===== src/rtl/uart_tx_pkg.sv =====
// Shared types and line levels for the UART transmitter.
// Two-stop-bit frames are selected with the UART_TX_TWO_STOP_EN macro (see uart_tx_core).
package uart_tx_pkg;

    typedef enum logic [2:0] {
        IDLE,
        START,
        DATA,
        PARITY,
        STOP
    } state_t;

    localparam logic START_BIT  = 1'b0;
    localparam logic STOP_BIT   = 1'b1;
    localparam logic IDLE_LEVEL = 1'b1;
    localparam logic PAR_EVEN   = 1'b0;
    localparam logic PAR_ODD    = 1'b1;

endpackage


===== src/rtl/uart_tx_parity.sv =====
// Combinational parity generator: even parity makes the total count of ones even.
module uart_tx_parity
    import uart_tx_pkg::*;
#(
    parameter int DATA_WIDTH = 8
) (
    input  logic [DATA_WIDTH-1:0] data,
    input  logic                  par_typ,
    output logic                  par_bit
);

    always_comb begin
        par_bit = (par_typ == PAR_ODD) ? ~^data : ^data;
    end

endmodule


===== src/rtl/uart_tx_core.sv =====
// UART transmitter, one bit per clock: start, data LSB first, optional parity, stop.
// Define UART_TX_TWO_STOP_EN to send two stop bits instead of one.
module uart_tx_core
    import uart_tx_pkg::*;
#(
    parameter int DATA_WIDTH = 8
) (
    input  logic                  CLK_TOP,
    input  logic                  RST_TOP,
    input  logic [DATA_WIDTH-1:0] P_DATA_TOP,
    input  logic                  Data_Valid_TOP,
    input  logic                  PAR_EN_TOP,
    input  logic                  PAR_TYP_TOP,
    output logic                  TX_OUT_TOP,
    output logic                  busy_TOP
);

    localparam int CNT_W = (DATA_WIDTH > 1) ? $clog2(DATA_WIDTH) : 1;

    state_t                  state;
    logic [DATA_WIDTH-1:0]   data_q;
    logic                    par_en_q;
    logic                    par_typ_q;
    logic [CNT_W-1:0]        bit_cnt;
    logic [CNT_W-1:0]        cnt_next;
    logic                    last_bit;
    logic                    par_bit;
`ifdef UART_TX_TWO_STOP_EN
    logic                    second_stop;
`endif

    assign cnt_next = bit_cnt + CNT_W'(1);
    assign last_bit = (bit_cnt == CNT_W'(DATA_WIDTH - 1));

    uart_tx_parity #(
        .DATA_WIDTH(DATA_WIDTH)
    ) u_parity (
        .data    (data_q),
        .par_typ (par_typ_q),
        .par_bit (par_bit)
    );

    // TX_OUT_TOP always carries the bit of the current state, so each branch
    // loads the level for the state being entered.
    always_ff @(posedge CLK_TOP or posedge RST_TOP) begin
        if (RST_TOP) begin
            state      <= IDLE;
            data_q     <= '0;
            par_en_q   <= 1'b0;
            par_typ_q  <= 1'b0;
            bit_cnt    <= '0;
            TX_OUT_TOP <= IDLE_LEVEL;
            busy_TOP   <= 1'b0;
`ifdef UART_TX_TWO_STOP_EN
            second_stop <= 1'b0;
`endif
        end else begin
            case (state)
                IDLE: begin
                    TX_OUT_TOP <= IDLE_LEVEL;
                    busy_TOP   <= 1'b0;
                    if (Data_Valid_TOP) begin
                        data_q     <= P_DATA_TOP;
                        par_en_q   <= PAR_EN_TOP;
                        par_typ_q  <= PAR_TYP_TOP;
                        TX_OUT_TOP <= START_BIT;
                        busy_TOP   <= 1'b1;
                        state      <= START;
                    end
                end
                START: begin
                    bit_cnt    <= '0;
                    TX_OUT_TOP <= data_q[0];
                    state      <= DATA;
                end
                DATA: begin
                    if (last_bit) begin
                        bit_cnt <= '0;
                        if (par_en_q) begin
                            TX_OUT_TOP <= par_bit;
                            state      <= PARITY;
                        end else begin
                            TX_OUT_TOP <= STOP_BIT;
                            state      <= STOP;
                        end
                    end else begin
                        bit_cnt    <= cnt_next;
                        TX_OUT_TOP <= data_q[cnt_next];
                    end
                end
                PARITY: begin
                    TX_OUT_TOP <= STOP_BIT;
                    state      <= STOP;
                end
                STOP: begin
`ifdef UART_TX_TWO_STOP_EN
                    if (!second_stop) begin
                        second_stop <= 1'b1;
                        TX_OUT_TOP  <= STOP_BIT;
                    end else begin
                        second_stop <= 1'b0;
                        TX_OUT_TOP  <= IDLE_LEVEL;
                        busy_TOP    <= 1'b0;
                        state       <= IDLE;
                    end
`else
                    TX_OUT_TOP <= IDLE_LEVEL;
                    busy_TOP   <= 1'b0;
                    state      <= IDLE;
`endif
                end
                default: begin
                    TX_OUT_TOP <= IDLE_LEVEL;
                    busy_TOP   <= 1'b0;
                    state      <= IDLE;
                end
            endcase
        end
    end

endmodule


===== config.mk =====
export PLATFORM = sky130hd
export DESIGN_NAME = uart_tx_core
export DESIGN_NICKNAME = d
export VERILOG_FILES = /design/src/rtl/uart_tx_pkg.sv /design/src/rtl/uart_tx_parity.sv /design/src/rtl/uart_tx_core.sv
export SDC_FILE = /design/constraint.sdc
export NUM_CORES = 1
export LEC_CHECK = 0
export BUFFER_PORTS_ARGS = -buffer_cell sky130_fd_sc_hd__buf_2
export CAP_MARGIN = 20
export CORE_ASPECT_RATIO = 1.25
export CORE_MARGIN = 3
export CORE_UTILIZATION = 42
export DETAILED_ROUTE_END_ITERATION = 6
export HOLD_SLACK_MARGIN = 0.15
export PLACE_DENSITY = 0.73
export RECOVER_POWER = 100
export SLEW_MARGIN = 20
export SYNTH_ARGS = -nofsm -noshare
export SYNTH_HDL_FRONTEND = slang
export SYNTH_SLANG_ARGS = --single-unit

===== constraint.sdc =====
create_clock -name CLK_TOP -period 1.9 [get_ports CLK_TOP]
set_input_delay 0.19 -clock CLK_TOP [delete_from_list [all_inputs] [get_ports CLK_TOP]]
set_output_delay 0.19 -clock CLK_TOP [all_outputs]
set_load 0.05 [all_outputs]

# [Yosys cells after proc, flatten, opt, wreduce, memory -nomap -nowiden]
# Index checks and enable logic that the tools add are counted.
[classes] reduce_logical=7 n_eq_ne=6 muxes=15 n_addsub=1 n_lt_le_gt_ge=1
[ops] op="$mux W3" count=4
[ops] op="$pmux W3 S4" count=1
[ops] op="$reduce_xnor A8 Y1" count=1
[ops] op="$reduce_xor A8 Y1" count=1
[ops] op="$eq A3 B2 Y1 const B" count=2
[ops] op="$mux W1" count=6
[ops] op="$pmux W3 S2" count=1
[ops] op="$lt A3 B4 Y1 const B" count=1
[ops] op="$ne A2 B2 Y1 const B" count=2
[ops] op="$reduce_and A2 Y1" count=2
[ops] op="$add A3 B1 Y3 const B" count=1
[ops] op="$bmux W1 S3" count=1
[ops] op="$eq A3 B1 Y1 const B" count=1
[ops] op="$eq A3 B3 Y1 const B" count=1
[ops] op="$logic_not A3 Y1" count=1
[ops] op="$pmux W1 S3" count=1
[ops] op="$reduce_or A3 Y1" count=1
[ops] op="$pmux W1 S2" count=1
[ops] op="$reduce_bool A2 Y1" count=1
[totals] output_inout_bits=2 wordCells=37 reg_bits=18

# [Longest topological paths before layout]
# Gate-level depths: netlist of the first run.
[depth] ltp_word=5 ltp_mapped=7 mapped_depth_nobuf=6

# [Hierarchy]
# From an unflattened synthesis of the first run, not the netlist that was laid out.
[unflattened] cells_unflattened=87 area_unflattened_um2=985.9
[by_module_without_submodules] mod="uart_tx_core" cells_per_inst=80 n_inst=1 seq_area_each_um2=451.7 area_per_inst_um2=903.4
[by_module_without_submodules] mod="uart_tx_parity" cells_per_inst=7 n_inst=1 seq_area_each_um2=0.0 area_per_inst_um2=82.6

# [Worst setup path before layout of the first run]
# Ideal clock, no wire load.
[synth_path] path_type="register to register" startpoint="register bit_cnt[0]" endpoint="register TX_OUT_TOP" synth_period_minus_slack_ns=2.066 stages_incl_launch_ff=8 slack_ns=-0.166 n_path_buf=1 arrival_ns=1.998 setup_time_ns=0.068 cell_sequence="dfrtp_1 -> ha_1 -> ha_1 -> buf_6 -> mux2i_1 -> mux4_2 -> a211o_1 -> a21oi_2"
[synth_between] elab_chain_len=5 word_cells_on_any_way=6
[synth_lines] item="start, declared" line="uart_tx_core.sv:24" text="logic [CNT_W-1:0] bit_cnt;"
[synth_lines] item="start signal, assigned" line="uart_tx_core.sv:87" text="bit_cnt <= cnt_next;"
[synth_lines] item="$add A3 B1 Y3" line="uart_tx_core.sv:32" text="assign cnt_next = bit_cnt + CNT_W'(1);"
[synth_lines] item="$bmux W1 S3" line="uart_tx_core.sv:88" text="TX_OUT_TOP <= data_q[cnt_next];"
[synth_lines] item="$mux W1 (not written as such)" line="uart_tx_core.sv:88"
[synth_lines] item="$mux W1 *" line="uart_tx_core.sv:77" text="if (last_bit) begin"
[synth_lines] item="$pmux W1 S3 *" line="uart_tx_core.sv:58" text="case (state)"
[synth_lines] item="end signal, assigned" line="uart_tx_core.sv:73" text="TX_OUT_TOP <= data_q[0];"
[synth_lines] item="end signal, assigned" line="uart_tx_core.sv:80" text="TX_OUT_TOP <= par_bit;"
[synth_lines] item="end signal, assigned" line="uart_tx_core.sv:88"
[synth_lines] item="end, declared" line="uart_tx_core.sv:14" text="output logic TX_OUT_TOP,"
# Mark *: on every way between the ends. The rest lies on a longest branch, timed or not. The select of a mux whose other input is x is not followed.
# A chain may end at the register's enable or synchronous reset.

# [Final worst setup path of the first run]
# Ends and elaborated chain as after synthesis.

==> flow_metrics.env, run 1 <==
export IMPL_status="finished, final reports clean"
export IMPL_syn_avg_cell_area_sq_um=11.4
export IMPL_num_nets_final=136
export IMPL_reg2reg_depth=6
export IMPL_row_count=19
export IMPL_r2r_setup_slack_ps=10
export IMPL_crit_buf_inv=0
export IMPL_setup_viol=0
export IMPL_syn_inst=87
export IMPL_synth_edff_count=0
export IMPL_die_y_microns=60.4
export IMPL_cts_made_buffers=3
export IMPL_antenna_found_initial=0
export IMPL_switching_share_pct=36.6
export IMPL_initial_core_util_pct=44.5
export IMPL_path_depth=6
export IMPL_synth_cell_area_sq_um=995
export IMPL_drt_initial_drc_count=11
export IMPL_max_vdd_ir_drop_v=0.00107
export IMPL_gp_congestion=0.802
export IMPL_grt_pass1_wl_mm=3.42
export IMPL_clkPwrFrac_pct=11.2
export IMPL_crit_required_ps=2150
export IMPL_yosysSeqAreaShare_pct=45.4
export IMPL_ys_ff_latch=18
export IMPL_max_clock_path_buffers=2
export IMPL_hold_class="in2async"
export IMPL_vias=749
export IMPL_path_clk_slew_ps=110
export IMPL_crit_type="reg2reg"
export IMPL_dpl_hpwl_mm=1.44
export IMPL_first_pass_iters=4
export IMPL_die_area_sq_um=2990
export IMPL_flow_area_growth_from_synthesis_pct=31.3
export IMPL_core_area_sq_um=2230
export IMPL_grt_usage_pct=15.2
export IMPL_skew_ps=9.23
export IMPL_drc_errors=0
export IMPL_relSlewSlack_pct=54.4
export IMPL_worstPathArrival_ps=2140
export IMPL_wl_per_cell_microns=13.3
export IMPL_worst_slew_pin_slew_ps=683
export IMPL_fp_dieW_microns=49.5
export IMPL_pin_count=15
export IMPL_leakagePower_uw=0.000587
export IMPL_portBuffers=14
export IMPL_cts_tree="built"
export IMPL_share_comb_of_total_power_pct=55.2
export IMPL_h_tree_depth=1
export IMPL_hold_violations=0
export IMPL_power_density_nw_per_um2=1650
export IMPL_whs_ps=527
export IMPL_p_int_uw=1360
export IMPL_dp_slack_ps=16.1
export IMPL_drt_wl_total_mm=2.01
export IMPL_cap_violations=0
export IMPL_dpl_cell_area_sq_um=1140
export IMPL_fin_area_sq_um=1310
export IMPL_ys_types=30
export IMPL_synth_flop_cell="dfrtp_1"
export IMPL_cpMaxStageDelayCell="mux4_2"
export IMPL_r2r_start="bit_cnt[0]$_DFFE_PP0P_"
export IMPL_drive_gt1_share_pct=33.3
export IMPL_layout_setup_ws_ps=10.8
export IMPL_critPathMaxStageDelay_ps=460
export IMPL_p_switching_uw=786
export IMPL_startpoint="bit_cnt[0]$_DFFE_PP0P_"
export IMPL_cts_resized_gates=0
export IMPL_synth_nets=102
export IMPL_grt_overflow_total=0
export IMPL_start_kind="flip-flop"
export IMPL_final_max_slew_viol_count=0
export IMPL_dp_cells=133
export IMPL_yosysWarnings=0
export IMPL_crit_family="multiplexers"
export IMPL_path_max_fanout=5
export IMPL_worstSkewPairLatency_ps=300
export IMPL_async_flop_share_pct=100
export IMPL_crit_end="TX_OUT_TOP$_DFF_PP1_"
export IMPL_end_kind="flip-flop"
export IMPL_cp_cell_sequence="ha_2, ha_4, mux2i_1, mux4_2, a211o_1, a21oi_2"
export IMPL_fmax_mhz=529
export IMPL_ctsRootBufferMaster="clkbuf_4"
export IMPL_worstReg2RegEnd="TX_OUT_TOP$_DFF_PP1_"
export IMPL_antenna_cells=0
export IMPL_final_cells=151
export IMPL_period_share_pct=99.4
export IMPL_cts_sink_count=18
export IMPL_pwr_share_seq_pct=33.6
export IMPL_grt_max_degree=19
export IMPL_rsz0062_at_grt="yes"
export IMPL_fin_crit_ps=1890
export IMPL_vias_per_cell=4.96
export IMPL_ant_nets=0
export IMPL_grt_pass1_vias=778
-- cells in the mapped netlist (2+ instances only) --
master	number	area [sq um]
mux2i_1	4	40.0
inv_1	5	18.8
xnor3_1	2	45.0
o21ai_0	6	30.0
nand2_1	7	26.3
ha_1	2	25.0
nor3_1	2	10.0
a21oi_1	6	30.0
nor2_1	5	18.8
mux2_2	9	101
a2111oi_0	2	17.5
xnor2_1	2	17.5
dfrtp_1	17	425
clkbuf_1	2	7.51
-- through the flow --
stage	TNS, ps	util, %	total power, uW
2_1_floorplan	-21.9	-	1620
3_3_place_gp	0	51.0	1840
3_5_place_dp	0	51.0	1890
4_1_cts	0	58.0	2150
5_1_grt	-34.1	58.5	2310
6_report	0	58.5	2150
-- per-layer routing --
layer	wire, microns	part of all wire [%]	global-route usage, %	up-vias
met5	0	0	0	-
met3	46	2.3	1.97	7
li1	-	-	-	372
met4	56	2.8	8.70	0
met2	1070	53	29.3	14
met1	837	42	16.0	356
-- tightest hold or removal path, stage by stage --
cell	delay, ps
dlygate4sd3_1	530
buf_2	120
inv_1	490
-- logic make-up (layout without fill, tap and decap cells) --
family,Yosys count,in the layout,synth area share [%]
compound gates,20,20,12.7
flops,18,18,45.4
simple gates,17,17,7.93
mux,15,15,17.6
buf+inv,9,42,4.28
xor+xnor,6,6,9.56
fa+ha+maj,2,2,2.52
-- repair_timing --
item	in CTS	in global routing
setup buffers	0	2
setup endpoints to repair	0	1
hold buffers	12	0
endpoints found under the hold margin	28	0
-- area by class of cell --
class,instances,area [sq um]
multi-input cells,60,522
flip-flops and latches,18,452
well taps,31,38.8
fillers,211,928
inverters,5,18.8
repair buffers,33,239
clock buffers,4,36.3
-- cells in the final DEF (no fill, tap or decap), types with 2 or more instances in the layout --
cell type / n
buf_4: 6
nor3_1: 2
nor2_1: 5
mux2i_1: 4
a21oi_1: 6
xnor2_1: 2
xnor3_1: 2
dlygate4sd3_1: 12
inv_1: 5
nand2_1: 7
clkbuf_4: 3
mux2_2: 9
a2111oi_0: 2
buf_2: 14
dfrtp_1: 17
o21ai_0: 6
-- worst min path at each step --
| stage | endpoint | slack, ps |
|---|---|---|
| after floorplan | bit_cnt[0]$_DFFE_PP0P_ | 130 |
| after global placement | bit_cnt[0]$_DFFE_PP0P_ | 330 |
| after detailed placement | data_q[4]$_DFFE_PP0P_ | 330 |
| after CTS | busy_TOP$_DFFE_PP0N_ | 540 |
| after global routing | busy_TOP$_DFFE_PP0N_ | 560 |
| final | busy_TOP$_DFFE_PP0N_ | 530 |
-- state kept, by name, summed over array words and instances (netlist names) --
register    cells
TX_OUT_TOP      1
bit_cnt         3
busy_TOP        1
data_q          8
par_en_q        1
par_typ_q       1
state           3
-- power groups by stage --
stage	logic, uW	clock network [uW]	registers (uW)
after floorplan	833	0	786
after detailed placement	1150	0	737
after global routing	1280	273	751
final	1190	240	722
after global placement	1120	0	725
after CTS	1170	250	729
Power figures use the tool's default switching activity.
==> inputs of run 2 (changes only) <==
==> constraint.sdc (replaced) <==
create_clock -name CLK_TOP -period 1.7 [get_ports CLK_TOP]
set_input_delay 0.17 -clock CLK_TOP [delete_from_list [all_inputs] [get_ports CLK_TOP]]
set_output_delay 0.17 -clock CLK_TOP [all_outputs]
set_load 0.05 [all_outputs]
==> run 2 against run 1 <==
Against the previous run:
- the run now ends with negative setup slack left
- die area did not move
- cell count stayed put
- critical path depth did not move
- via count fell by 1.1%
- register-to-register slack got worse by 190 ps
- utilization shrank 0.22 points
- design area decreased by 0.38%
- first-iteration DRC count decreased by 9.1%
- fmax rose by 0.34%
- wire length fell by 4.6%
- largest power group unchanged
- highest routed layer unchanged
==> flow_metrics.env, run 2 (synthesized netlist as in run 1, its figures left out) <==
export IMPL_status="finished, violations left"
export IMPL_violations="negative setup slack"
export IMPL_nFillCells=206
export IMPL_skew_ps=1.18
export IMPL_cts_tree="built"
export IMPL_worstPathArrival_ps=2120
export IMPL_max_vdd_ir_drop_v=0.00130
export IMPL_drive_gt1_share_pct=31.7
export IMPL_start_kind="flip-flop"
export IMPL_mostFrequentLayoutCells="dfrtp_1 (17), dlygate4sd3_1 (12), buf_2 (12), mux2_2 (9), nand2_1 (7)"
export IMPL_die_y_microns=60.4
export IMPL_flow_area_growth_from_synthesis_pct=30.8
export IMPL_hold_violations=0
export IMPL_num_nets_final=136
export IMPL_power_density_nw_per_um2=1830
export IMPL_reg2reg_depth=6
export IMPL_cts_sink_count=18
export IMPL_row_count=19
export IMPL_grt_pass1_vias=764
export IMPL_setup_viol=10
export IMPL_worstSkewPairLatency_ps=290
export IMPL_largest_registers="data_q: 8 flops, bit_cnt: 3 flops, state: 3 flops"
export IMPL_crit_type="reg2reg"
export IMPL_leakagePower_uw=0.000581
export IMPL_hold_class="in2async"
export IMPL_ctsRootBufferMaster="clkbuf_4"
export IMPL_pwr_share_seq_pct=33.8
export IMPL_wl_per_cell_microns=12.7
export IMPL_vias=741
export IMPL_initial_core_util_pct=44.5
export IMPL_ant_nets=0
export IMPL_antenna_cells=0
export IMPL_regMostFlops="data_q"
export IMPL_share_comb_of_total_power_pct=55.0
export IMPL_gp_congestion=0.806
export IMPL_max_clock_path_buffers=2
export IMPL_first_pass_iters=4
export IMPL_dp_slack_ps=-177
export IMPL_h_tree_depth=1
export IMPL_crit_required_ps=1930
export IMPL_vias_per_cell=4.91
export IMPL_layout_commonest_cell="dfrtp_1"
export IMPL_p_int_uw=1500
export IMPL_drt_initial_drc_count=10
export IMPL_core_area_sq_um=2230
export IMPL_grt_max_degree=19
export IMPL_r2r_setup_slack_ps=-180
export IMPL_fmax_mhz=531
export IMPL_path_max_fanout=5
export IMPL_grt_usage_pct=14.7
export IMPL_post_cts_setup_buffers=0
export IMPL_drt_wl_total_mm=1.92
export IMPL_clkPwrFrac_pct=11.2
export IMPL_layout_setup_ws_ps=-183
export IMPL_worst_slew_pin_slew_ps=687
export IMPL_drc_errors=0
export IMPL_dpl_hpwl_mm=1.41
export IMPL_cts_made_buffers=3
export IMPL_pin_count=15
export IMPL_grt_pass1_wl_mm=3.30
export IMPL_grt_overflow_total=0
export IMPL_die_area_sq_um=2990
export IMPL_rsz0062_at_grt="yes"
export IMPL_p_switching_uw=873
export IMPL_path_clk_slew_ps=110
export IMPL_end_kind="flip-flop"
export IMPL_final_max_slew_viol_count=0
export IMPL_fin_crit_ps=1880
export IMPL_largest_register_ffs=8
export IMPL_relSlewSlack_pct=54.1
export IMPL_antenna_found_initial=0
export IMPL_period_share_pct=111
export IMPL_portBuffers=14
export IMPL_cap_violations=0
export IMPL_fp_dieW_microns=49.5
export IMPL_timing_setup_tns_ps=-614
export IMPL_switching_share_pct=36.7
==> run 2: changes by cell type in the layout (fill, tap and decap cells not counted) <==
cell,change
buf_2,-2
buf_4,-1
clkbuf_2,+1
clkbuf_1,+2
==> run 2: final timing paths <==
path	from	to
max reg2reg	bit_cnt[1]$_DFFE_PP0P_	TX_OUT_TOP$_DFF_PP1_
min	RST_TOP	data_q[1]$_DFFE_PP0P_
max	bit_cnt[1]$_DFFE_PP0P_	TX_OUT_TOP$_DFF_PP1_
max in group asynchronous	RST_TOP	data_q[7]$_DFFE_PP0P_
min in group CLK_TOP	busy_TOP$_DFFE_PP0N_	busy_TOP$_DFFE_PP0N_
min reg2reg	busy_TOP$_DFFE_PP0N_	busy_TOP$_DFFE_PP0N_
==> run 2: timing repair <==
action	CTS	global route
resized for setup	0	0
hold buffers	12	0
endpoints found under the hold margin	28	0
endpoints found under the setup margin	1	1
==> run 2: metrics by stage <==
step                      area, sq um  hold slack (ps)  instances  util, %  total power (uW)
final                            1300              511        151     58.2              2380
after global routing             1300              565        151     58.2              2550
after CTS                        1310              543        151     58.6              2420
after detailed placement         1150              319        135     51.6              2130
after global placement           1150              309        135     51.6              2080
after floorplan                  1010              108         87        -              1810
==> run 2: area by class of cell <==
type | instances | area (sq um) | share of cell area [%]
Multi-Input combinational cell | 60 | 522 | 40.1
Clock buffer | 4 | 36.3 | 2.79
Timing Repair Buffer | 33 | 234 | 18.0
Sequential cell | 18 | 452 | 34.7
Inverter | 5 | 18.8 | 1.44
Tap cell | 31 | 38.8 | 2.98
==> run 2: worst max-delay path: stages, from the launching register on <==
cell     delay (ps)
dfrtp_1         400
ha_2            200
ha_4            300
mux2i_1          70
mux4_2          460
a211o_1         270
a21oi_2         120
==> run 2: power by group through the flow <==
stage / registers (uW) / logic, uW / clock network, uW
after global placement: 807 / 1270 / 0
after CTS: 809 / 1340 / 276
after global routing: 835 / 1420 / 297
after detailed placement: 820 / 1310 / 0
final: 804 / 1310 / 267
after floorplan: 879 / 931 / 0
==> run 2: metal layers <==
metal | GRT usage [%] | part of all wire (%)
met5 | 0 | 0
met2 | 26.7 | 51
met1 | 17.2 | 44
met4 | 7.51 | 1.6
met3 | 1.97 | 2.9
==> inputs of run 3 (changes only) <==
--- a/config.mk
+++ b/config.mk
@@ -5,6 +5,7 @@
 export SDC_FILE = /design/constraint.sdc
 export NUM_CORES = 1
 export LEC_CHECK = 0
+export ABC_AREA = 1
 export BUFFER_PORTS_ARGS = -buffer_cell sky130_fd_sc_hd__buf_2
 export CAP_MARGIN = 20
 export CORE_ASPECT_RATIO = 1.25
==> run 3 against run 2 <==
Against the previous run:
- the run now ends clean
- combinational power down 13%
- fmax up 20%
- count of clock-buffer cells in the layout unchanged
- worst hold slack worse by 350 ps
- register-to-register slack better by 310 ps
- utilization down 4.0 points
- critical path type unchanged
==> flow_metrics.env, run 3 <==
export IMPL_antenna_cells=0
export IMPL_row_count=19
export IMPL_ys_types=20
export IMPL_setup_viol=0
export IMPL_path_max_fanout=5
export IMPL_reg2reg_depth=11
export IMPL_layout_commonest_cell="nand2_1"
export IMPL_synth_top_area_cell="dfrtp_1"
export IMPL_min_to="data_q[0]$_DFFE_PP0P_"
export IMPL_hold_violations=0
export IMPL_crit_required_ps=1930
export IMPL_drive_gt1_share_pct=11.5
export IMPL_cts_resized_gates=0
export IMPL_yosysWarnings=0
export IMPL_relSlewSlack_pct=55.1
export IMPL_hold_class="in2reg"
export IMPL_start_kind="flip-flop"
export IMPL_num_nets_final=173
export IMPL_fin_crit_ps=1570
export IMPL_worstSkewPairLatency_ps=300
export IMPL_antenna_found_initial=0
export IMPL_grt_pass1_wl_mm=3.32
export IMPL_grt_overflow_total=0
export IMPL_ctsRootBufferMaster="clkbuf_4"
export IMPL_drt_initial_drc_count=23
export IMPL_regMostFlops="data_q"
export IMPL_whs_path_depth=3
export IMPL_rsz0062_at_grt="no"
export IMPL_r2r_start="bit_cnt[1]$_DFFE_PP0P_"
export IMPL_synth_cell_area_sq_um=991
export IMPL_period_share_pct=92.3
export IMPL_synth_area_leaders="dfrtp_1 (43%), nand2_1 (14%), inv_1 (8.0%)"
export IMPL_dpl_hpwl_mm=1.44
export IMPL_crit_type="reg2reg"
export IMPL_dp_cells=174
export IMPL_portBuffers=14
export IMPL_gp_congestion=0.776
export IMPL_drt_wl_total_mm=1.94
export IMPL_skew_ps=14.3
export IMPL_async_flop_share_pct=100
export IMPL_mostFrequentLayoutCells="nand2_1 (38), inv_1 (22), dfrtp_1 (17), a21oi_1 (12), buf_2 (12)"
export IMPL_die_y_microns=60.3
export IMPL_leakagePower_uw=0.000663
export IMPL_vias=886
export IMPL_vias_per_cell=4.71
export IMPL_max_vdd_ir_drop_v=0.00124
export IMPL_ys_ff_latch=18
export IMPL_syn_inst=130
export IMPL_syn_avg_cell_area_sq_um=7.62
export IMPL_max_clock_path_buffers=2
export IMPL_power_density_nw_per_um2=1800
export IMPL_flow_area_growth_from_synthesis_pct=21.0
export IMPL_grt_usage_pct=14.5
export IMPL_core_area_sq_um=2210
export IMPL_grt_max_degree=20
export IMPL_worst_slew_pin_slew_ps=672
export IMPL_yosysSeqAreaShare_pct=45.6
export IMPL_worstReg2RegEnd="TX_OUT_TOP$_DFF_PP1_"
export IMPL_fp_dieW_microns=49.4
export IMPL_hold_start="P_DATA_TOP[0]"
export IMPL_synth_top_cells_by_count="nand2_1 (37), inv_1 (21), dfrtp_1 (17)"
export IMPL_nFillCells=203
export IMPL_drc_errors=0
export IMPL_ant_nets=0
export IMPL_cts_sink_count=18
export IMPL_cap_violations=0
export IMPL_grt_pass1_vias=832
export IMPL_end_kind="flip-flop"
export IMPL_cts_made_buffers=3
export IMPL_r2r_setup_slack_ps=130
export IMPL_largest_register_ffs=8
export IMPL_final_cells=188
export IMPL_synth_nets=145
export IMPL_cts_tree="built"
export IMPL_initial_core_util_pct=44.8
export IMPL_timing_setup_tns_ps=0
export IMPL_status="finished, final reports clean"
export IMPL_final_max_slew_viol_count=0
export IMPL_path_clk_slew_ps=110
export IMPL_fmax_mhz=637
export IMPL_wl_per_cell_microns=10.3
export IMPL_yosys_area_top_type_share_pct=42.9
export IMPL_synth_flop_cell="dfrtp_1"
export IMPL_largest_registers="data_q: 8 flops, bit_cnt: 3 flops, state: 3 flops"
export IMPL_synth_edff_count=0
export IMPL_synth_most_common_cell="nand2_1"
export IMPL_pin_count=15
export IMPL_h_tree_depth=1
export IMPL_worstPathArrival_ps=1800
export IMPL_die_area_sq_um=2980
export IMPL_first_pass_iters=4
export IMPL_post_cts_setup_buffers=0
==> run 3: where the power goes <==
group          leakage (uW)  internal (uW)  switching [uW]  total (uW)
Clock             0.0000150           91.3             134         225
Sequential         0.000211            636             157         793
Combinational      0.000437            414             723        1140
Total              0.000663           1140            1010        2160
==> run 3: metrics by stage <==
step	total power, uW	setup WS, ps	util (%)	hold slack, ps	instance area, sq um
final	2160	130	54.2	159	1200
after global routing	2380	12.4	54.2	223	1200
after CTS	2210	153	54.9	151	1210
after detailed placement	1970	195	49.2	305	1090
after global placement	1930	241	49.2	301	1090
after floorplan	1750	288	-	108	991
==> run 3: cell type report <==
cell class              count  area (sq um)  area share (%)
inverters                  22          82.6            6.89
repair buffers             25           175            14.6
flip-flops and latches     18           452            37.7
clock buffers               4          26.3            2.19
multi-input cells          88           424            35.4
well taps                  31          38.8            3.24
==> run 3: worst max path at each step <==
stage / startpoint / to / depth (start not counted)
CTS: bit_cnt[0]$_DFFE_PP0P_ / TX_OUT_TOP$_DFF_PP1_ / 11
global route: bit_cnt[0]$_DFFE_PP0P_ / TX_OUT_TOP$_DFF_PP1_ / 11
detailed placement: bit_cnt[0]$_DFFE_PP0P_ / TX_OUT_TOP$_DFF_PP1_ / 11
global placement: bit_cnt[0]$_DFFE_PP0P_ / TX_OUT_TOP$_DFF_PP1_ / 11
finish: bit_cnt[1]$_DFFE_PP0P_ / TX_OUT_TOP$_DFF_PP1_ / 11
floorplan: bit_cnt[0]$_DFFE_PP0P_ / TX_OUT_TOP$_DFF_PP1_ / 11
==> run 3: kinds of logic after synthesis <==
family	share of synthesized area, %
simple gates	25.5
mux	3.03
xor+xnor	1.77
buf+inv	10.4
compound gates	11.2
flops	45.6
fa+ha+maj	2.52
==> run 3: worst max-delay path, cell delays in order, from the launching register on <==
cell,delay (ps)
dfrtp_1,410
ha_1,190
ha_1,260
inv_1,70
a21oi_1,120
o21ai_0,90
nand3_1,80
nand3_1,80
nand2_1,60
inv_1,40
nand2_1,50
nand2_1,40
==> run 3: routing by layer <==
metal  track usage, %  share of wire [%]
met1             17.1                 43
met2             25.3                 51
met3             2.00                4.0
met4             9.09                2.0
met5                0                  0
==> run 3: timing repair <==
item	CTS	global route
endpoints found under the setup margin	0	0
hold buffers	10	0
hold endpoints to repair	26	0
